==> src/rtl/clk_rst_sequencer.sv <==
// Reset sequencer: asserts all domain resets, holds them, then releases them one by one.
// Optional build macro CLK_RST_SEQ_REQ_RESTART_EN: a request edge during HOLD/RELEASE restarts the sequence.
module clk_rst_sequencer #(
  parameter int                         NR_OF_DOMAINS_P    = 4,
  parameter int                         COUNTER_WIDTH_P    = 8,
  parameter logic [NR_OF_DOMAINS_P-1:0] ACTIVE_HIGH_MASK_P = '0
) (
  input  logic                       clk,
  input  logic                       rst,
  input  logic [COUNTER_WIDTH_P-1:0] cr_hold_cycles,
  input  logic [COUNTER_WIDTH_P-1:0] cr_stagger_cycles,
  input  logic                       sw_reset_req,
  output logic                       sw_reset_ack,
  output logic [NR_OF_DOMAINS_P-1:0] domain_rst,
  output logic [NR_OF_DOMAINS_P-1:0] domain_in_reset,
  output logic                       sequencer_busy,
  output logic                       sequence_done
);

  localparam int IDX_W = (NR_OF_DOMAINS_P > 1) ? $clog2(NR_OF_DOMAINS_P) : 1;
  localparam logic [IDX_W-1:0]           LAST_IDX = IDX_W'(NR_OF_DOMAINS_P - 1);
  localparam logic [IDX_W-1:0]           IDX_ONE  = IDX_W'(1);
  localparam logic [COUNTER_WIDTH_P-1:0] CNT_ONE  = COUNTER_WIDTH_P'(1);
  localparam logic [NR_OF_DOMAINS_P-1:0] ALL_IN_RESET = '1;

  typedef enum logic [1:0] {IDLE, HOLD, RELEASE, DONE} state_t;

  state_t                     state_q, state_d;
  logic [COUNTER_WIDTH_P-1:0] hold_cnt_q, hold_cnt_d;
  logic [COUNTER_WIDTH_P-1:0] wait_cnt_q, wait_cnt_d;
  logic [IDX_W-1:0]           idx_q, idx_d;
  logic [COUNTER_WIDTH_P-1:0] h_lat_q, h_lat_d;
  logic [COUNTER_WIDTH_P-1:0] s_lat_q, s_lat_d;
  logic                       req_flag_q, req_flag_d;
  logic                       por_q, por_d;
  logic [NR_OF_DOMAINS_P-1:0] in_reset_q, in_reset_d;
  logic [NR_OF_DOMAINS_P-1:0] rst_out_q;
  logic                       busy_q, busy_d;
  logic                       done_q, done_d;
  logic                       ack_q, ack_d;
  logic                       start_seq;

  // Last hold count value; a hold length of 0 behaves as 1.
  function automatic logic [COUNTER_WIDTH_P-1:0] hold_last(input logic [COUNTER_WIDTH_P-1:0] h);
    return (h == '0) ? '0 : (h - CNT_ONE);
  endfunction

  function automatic logic [NR_OF_DOMAINS_P-1:0] to_phys(input logic [NR_OF_DOMAINS_P-1:0] v);
    return ~(v ^ ACTIVE_HIGH_MASK_P);
  endfunction

`ifdef CLK_RST_SEQ_REQ_RESTART_EN
  logic req_q;
  logic req_rise;

  always_ff @(posedge clk) begin
    if (rst) req_q <= 1'b0;
    else     req_q <= sw_reset_req;
  end

  assign req_rise = sw_reset_req & ~req_q;
`endif

  always_comb begin
    state_d    = state_q;
    hold_cnt_d = hold_cnt_q;
    wait_cnt_d = wait_cnt_q;
    idx_d      = idx_q;
    h_lat_d    = h_lat_q;
    s_lat_d    = s_lat_q;
    req_flag_d = req_flag_q;
    por_d      = por_q;
    in_reset_d = in_reset_q;
    busy_d     = busy_q;
    done_d     = 1'b0;
    ack_d      = 1'b0;
    start_seq  = 1'b0;

    case (state_q)
      IDLE: begin
        busy_d     = 1'b0;
        in_reset_d = '0;
        start_seq  = sw_reset_req;
      end
      HOLD: begin
        if (hold_cnt_q == hold_last(h_lat_q)) begin
          state_d    = RELEASE;
          hold_cnt_d = '0;
          idx_d      = '0;
          wait_cnt_d = '0;
        end else begin
          hold_cnt_d = hold_cnt_q + CNT_ONE;
        end
      end
      RELEASE: begin
        // Release on a zero wait count, then reload the stagger gap before the next domain.
        if (wait_cnt_q != '0) begin
          wait_cnt_d = wait_cnt_q - CNT_ONE;
        end else begin
          in_reset_d[idx_q] = 1'b0;
          if (idx_q == LAST_IDX) begin
            state_d = DONE;
          end else begin
            idx_d      = idx_q + IDX_ONE;
            wait_cnt_d = s_lat_q;
          end
        end
      end
      DONE: begin
        done_d     = 1'b1;
        ack_d      = req_flag_q & ~por_q;
        req_flag_d = 1'b0;
        por_d      = 1'b0;
        state_d    = IDLE;
      end
      default: state_d = IDLE;
    endcase

`ifdef CLK_RST_SEQ_REQ_RESTART_EN
    if (req_rise && (state_q == HOLD || state_q == RELEASE)) start_seq = 1'b1;
`endif

    if (start_seq) begin
      state_d    = HOLD;
      hold_cnt_d = '0;
      wait_cnt_d = '0;
      idx_d      = '0;
      h_lat_d    = cr_hold_cycles;
      s_lat_d    = cr_stagger_cycles;
      req_flag_d = 1'b1;
      por_d      = 1'b0;
      in_reset_d = ALL_IN_RESET;
      busy_d     = 1'b1;
    end
  end

  always_ff @(posedge clk) begin
    if (rst) begin
      state_q    <= HOLD;
      hold_cnt_q <= '0;
      wait_cnt_q <= '0;
      idx_q      <= '0;
      h_lat_q    <= cr_hold_cycles;
      s_lat_q    <= cr_stagger_cycles;
      req_flag_q <= 1'b0;
      por_q      <= 1'b1;
      in_reset_q <= ALL_IN_RESET;
      rst_out_q  <= to_phys(ALL_IN_RESET);
      busy_q     <= 1'b1;
      done_q     <= 1'b0;
      ack_q      <= 1'b0;
    end else begin
      state_q    <= state_d;
      hold_cnt_q <= hold_cnt_d;
      wait_cnt_q <= wait_cnt_d;
      idx_q      <= idx_d;
      h_lat_q    <= h_lat_d;
      s_lat_q    <= s_lat_d;
      req_flag_q <= req_flag_d;
      por_q      <= por_d;
      in_reset_q <= in_reset_d;
      rst_out_q  <= to_phys(in_reset_d);
      busy_q     <= busy_d;
      done_q     <= done_d;
      ack_q      <= ack_d;
    end
  end

  assign domain_in_reset = in_reset_q;
  assign domain_rst      = rst_out_q;
  assign sequencer_busy  = busy_q;
  assign sequence_done   = done_q;
  assign sw_reset_ack    = ack_q;

endmodule

==> config.mk <==
export PLATFORM = sky130hd
export DESIGN_NAME = clk_rst_sequencer
export DESIGN_NICKNAME = d
export VERILOG_FILES = /design/src/rtl/clk_rst_sequencer.sv
export SDC_FILE = /design/constraint.sdc
export NUM_CORES = 1
export LEC_CHECK = 0
export ABC_AREA = 1
export BUFFER_PORTS_ARGS = -buffer_cell sky130_fd_sc_hd__buf_2
export CORE_AREA = 2 2 76 78
export DETAILED_ROUTE_END_ITERATION = 8
export DIE_AREA = 0 0 78 80
export GPL_TIMING_DRIVEN = 1
export SYNTH_ARGS = -nofsm -noshare
export SYNTH_HDL_FRONTEND = slang
export SYNTH_SLANG_ARGS = --single-unit
export TNS_END_PERCENT = 30
==> constraint.sdc <==
create_clock -name clk -period 6.5 [get_ports clk]
set_clock_uncertainty 0.15 [all_clocks]
set_input_delay 1.625 -clock clk [delete_from_list [all_inputs] [get_ports clk]]
set_output_delay 1.625 -clock clk [all_outputs]
set_load 0.02 [all_outputs]
==> results.toml <==
[run_status]
outcome = "completed"

[routing]
dr_wl_met3_um = 115
ant_nets = 0
m1WireLength_mm = 2.13
via_count = 1973
viasPerCell = 4.72
wl_met2_mm = 2.23
top_layer = "met4"
dr.pass1.iters = 4
drt_iter0_markers = 49
drt_wl_total_mm = 4.54
drc_errors = 0
drt-wirelength-per-cell_um = 10.9

[sta]
setup_viol = 0
drv_slew = 0
hold_viol = 0
period_share = 0.511
clock.fmax_ghz = 0.301
relSlewSlack = 0.364
period_needed_ns = 3.32
grt_setup_unrepaired = "false"
tns_ns = 0
tightest_slew_ns = 0.952

[finish]
final_util = 0.500
n_antenna_cell = 0
syn_to_final_growth_pct = 11.9
final_nets = 372
drive_above_1_share = 0.142

[yosys]
synth.area.top_cells = "dfxtp_1 27%, edfxtp_1 20%, nand2_1 12%, nor2_1 7.0%, inv_1 6.1%"
synth_cell_types = 25
synthCells = 314
synth_common_cells = "79 x nand2_1, 45 x nor2_1, 39 x inv_1, 33 x dfxtp_1, 29 x nand3_1"
syn_area_per_cell_um2 = 7.69
synth_most_common_cell = "nand2_1"
yosys.area.top_type_share = 0.274
synth_top_area_cell = "dfxtp_1"
ys_warn_count = 0
synth_nets = 341
ys_ff_latch = 49
synth_ff_type = "dfxtp_1"
ys_seq_area_frac = 0.473
syn_area_um2 = 2410
synth_edf_count = 16
synthArstFlopShare = 0

[floorplan]
placementRows = 27
die_area_um2 = 6240
core_um2 = 5410
ios = 30
initial_core_util = 0.447
die_x_um = 78
die_h_um = 80

[job]
drv_cap = 0

[grt]
antenna_found_initial = 0
grt_pass1_vias = 1890
grt_pass1_wl_mm = 8.09
grt_overflow = 0
grt_max_degree = 24
gr-usage-all-layers = 0.162

[worst_setup_path]
worst_setup_path_start_kind = "primary input"
cp-end-kind = "flip-flop"
path_max_fanout = 23
worstSetupPathType = "primary input to flip-flop"
critPathArrivalTime_ns = 3.37
worstPathRequired_ns = 6.54

[cts]
clkLatencyLatePin_ns = 0.30
cts_resized = 0
cts_hold_buf = 0
cts_buffers = 5
cts_tree = "done"
clock_path_buffers = 2
postCtsSetupRepairBufs = 0
numClockSinks = 49
clk_pin_slew_ns = 0.09
htree_levels = 2
cts_root_buf = "clkbuf_8"

[power]
p_per_area_nw_per_um2 = 210
leakage_nw = 1.27
ir_drop_mv = 0.115

[placed_design]
portBuffers = 29
finalWeightedCongestion = 0.784
dp_hpwl_mm = 3.34

[worst_hold_path]
hold_path.class = "flip-flop to flip-flop"
-- layout by cell type (no fill, tap or decap), drive strengths merged, types with 8 or more instances in the layout --
cell and n:
nor2 50, ha 8, buf 29, nand3 30, nand2 83, a21oi 12
inv 41, dfxtp 33, edfxtp 16, o21ai 12
-- critical path, stage by stage --
cell and delay (ns):
buf_2 0.08, nand2_1 0.07, nand2_1 0.71, inv_1 0.49, nand2_1 0.32, nor2_1 0.06
-- worst paths after layout --
check | end | cells past startpoint | slack [ns] | from
max | hold_cnt_q[4] | 6 | 3.18 | sw_reset_req
min | sw_reset_ack | 1 | 0.28 | por_q
max reg2reg | hold_cnt_q[4] | 6 | 4.06 | state_q[1]
min reg2reg | sw_reset_ack | 1 | 0.28 | por_q
-- where the power goes --
group | leakage (nW) | switching [mW] | internal [mW]
sequential | 0.423 | 0.00633 | 0.326
combinational | 0.795 | 0.0337 | 0.0181
clock | 0.0512 | 0.0969 | 0.0863
total | 1.27 | 0.137 | 0.431
-- kinds of logic (layout without fill, tap and decap cells) --
family,after synthesis,count (layout),synth area share
flops,49,49,0.473
simple gates,171,171,0.304
buf+inv,46,78,0.0819
compound gates,33,33,0.0751
xor+xnor,7,7,0.0254
fa+ha+maj,8,8,0.0415
-- sequential cells by signal (all words and copies together) (netlist names) --
register / count
sequencer_busy: 1
por_q: 1
req_flag_q: 1
wait_cnt_q: 8
state_q: 2
hold_cnt_q: 8
domain_in_reset: 4
sw_reset_ack: 1
idx_q: 2
sequence_done: 1
s_lat_q: 8
domain_rst: 4
h_lat_q: 8
-- routing by layer --
metal | vias to the layer above | global-route usage
li1 | 1074 | -
met1 | 871 | 0.190
met2 | 22 | 0.297
met3 | 6 | 0.0305
met4 | 0 | 0.0561
met5 | - | 0
-- area by class of cell --
class                           count  area (um2)
Tap cell                           72        90.1
Multi-Input combinational cell    219        1080
Fill cell                         567        2700
Timing Repair Buffer               29         145
Clock buffer                        6        82.6
Inverter                           41         154
Clock inverter                      2        13.8
Sequential cell                    49        1140
-- stage by stage --
stage | area, um2 | total power, mW | hold WS, ns | std cells | setup WS [ns]
after floorplan | 2410 | 0.377 | 0.240 | 314 | 3.58
after global placement | 2610 | 0.391 | 0.264 | 410 | 2.86
after detailed placement | 2610 | 0.391 | 0.272 | 410 | 2.80
after CTS | 2700 | 0.578 | 0.285 | 418 | 3.13
after global routing | 2700 | 0.600 | 0.327 | 418 | 2.91
final | 2700 | 0.568 | 0.281 | 418 | 3.18
Power figures use the tool's default switching activity.
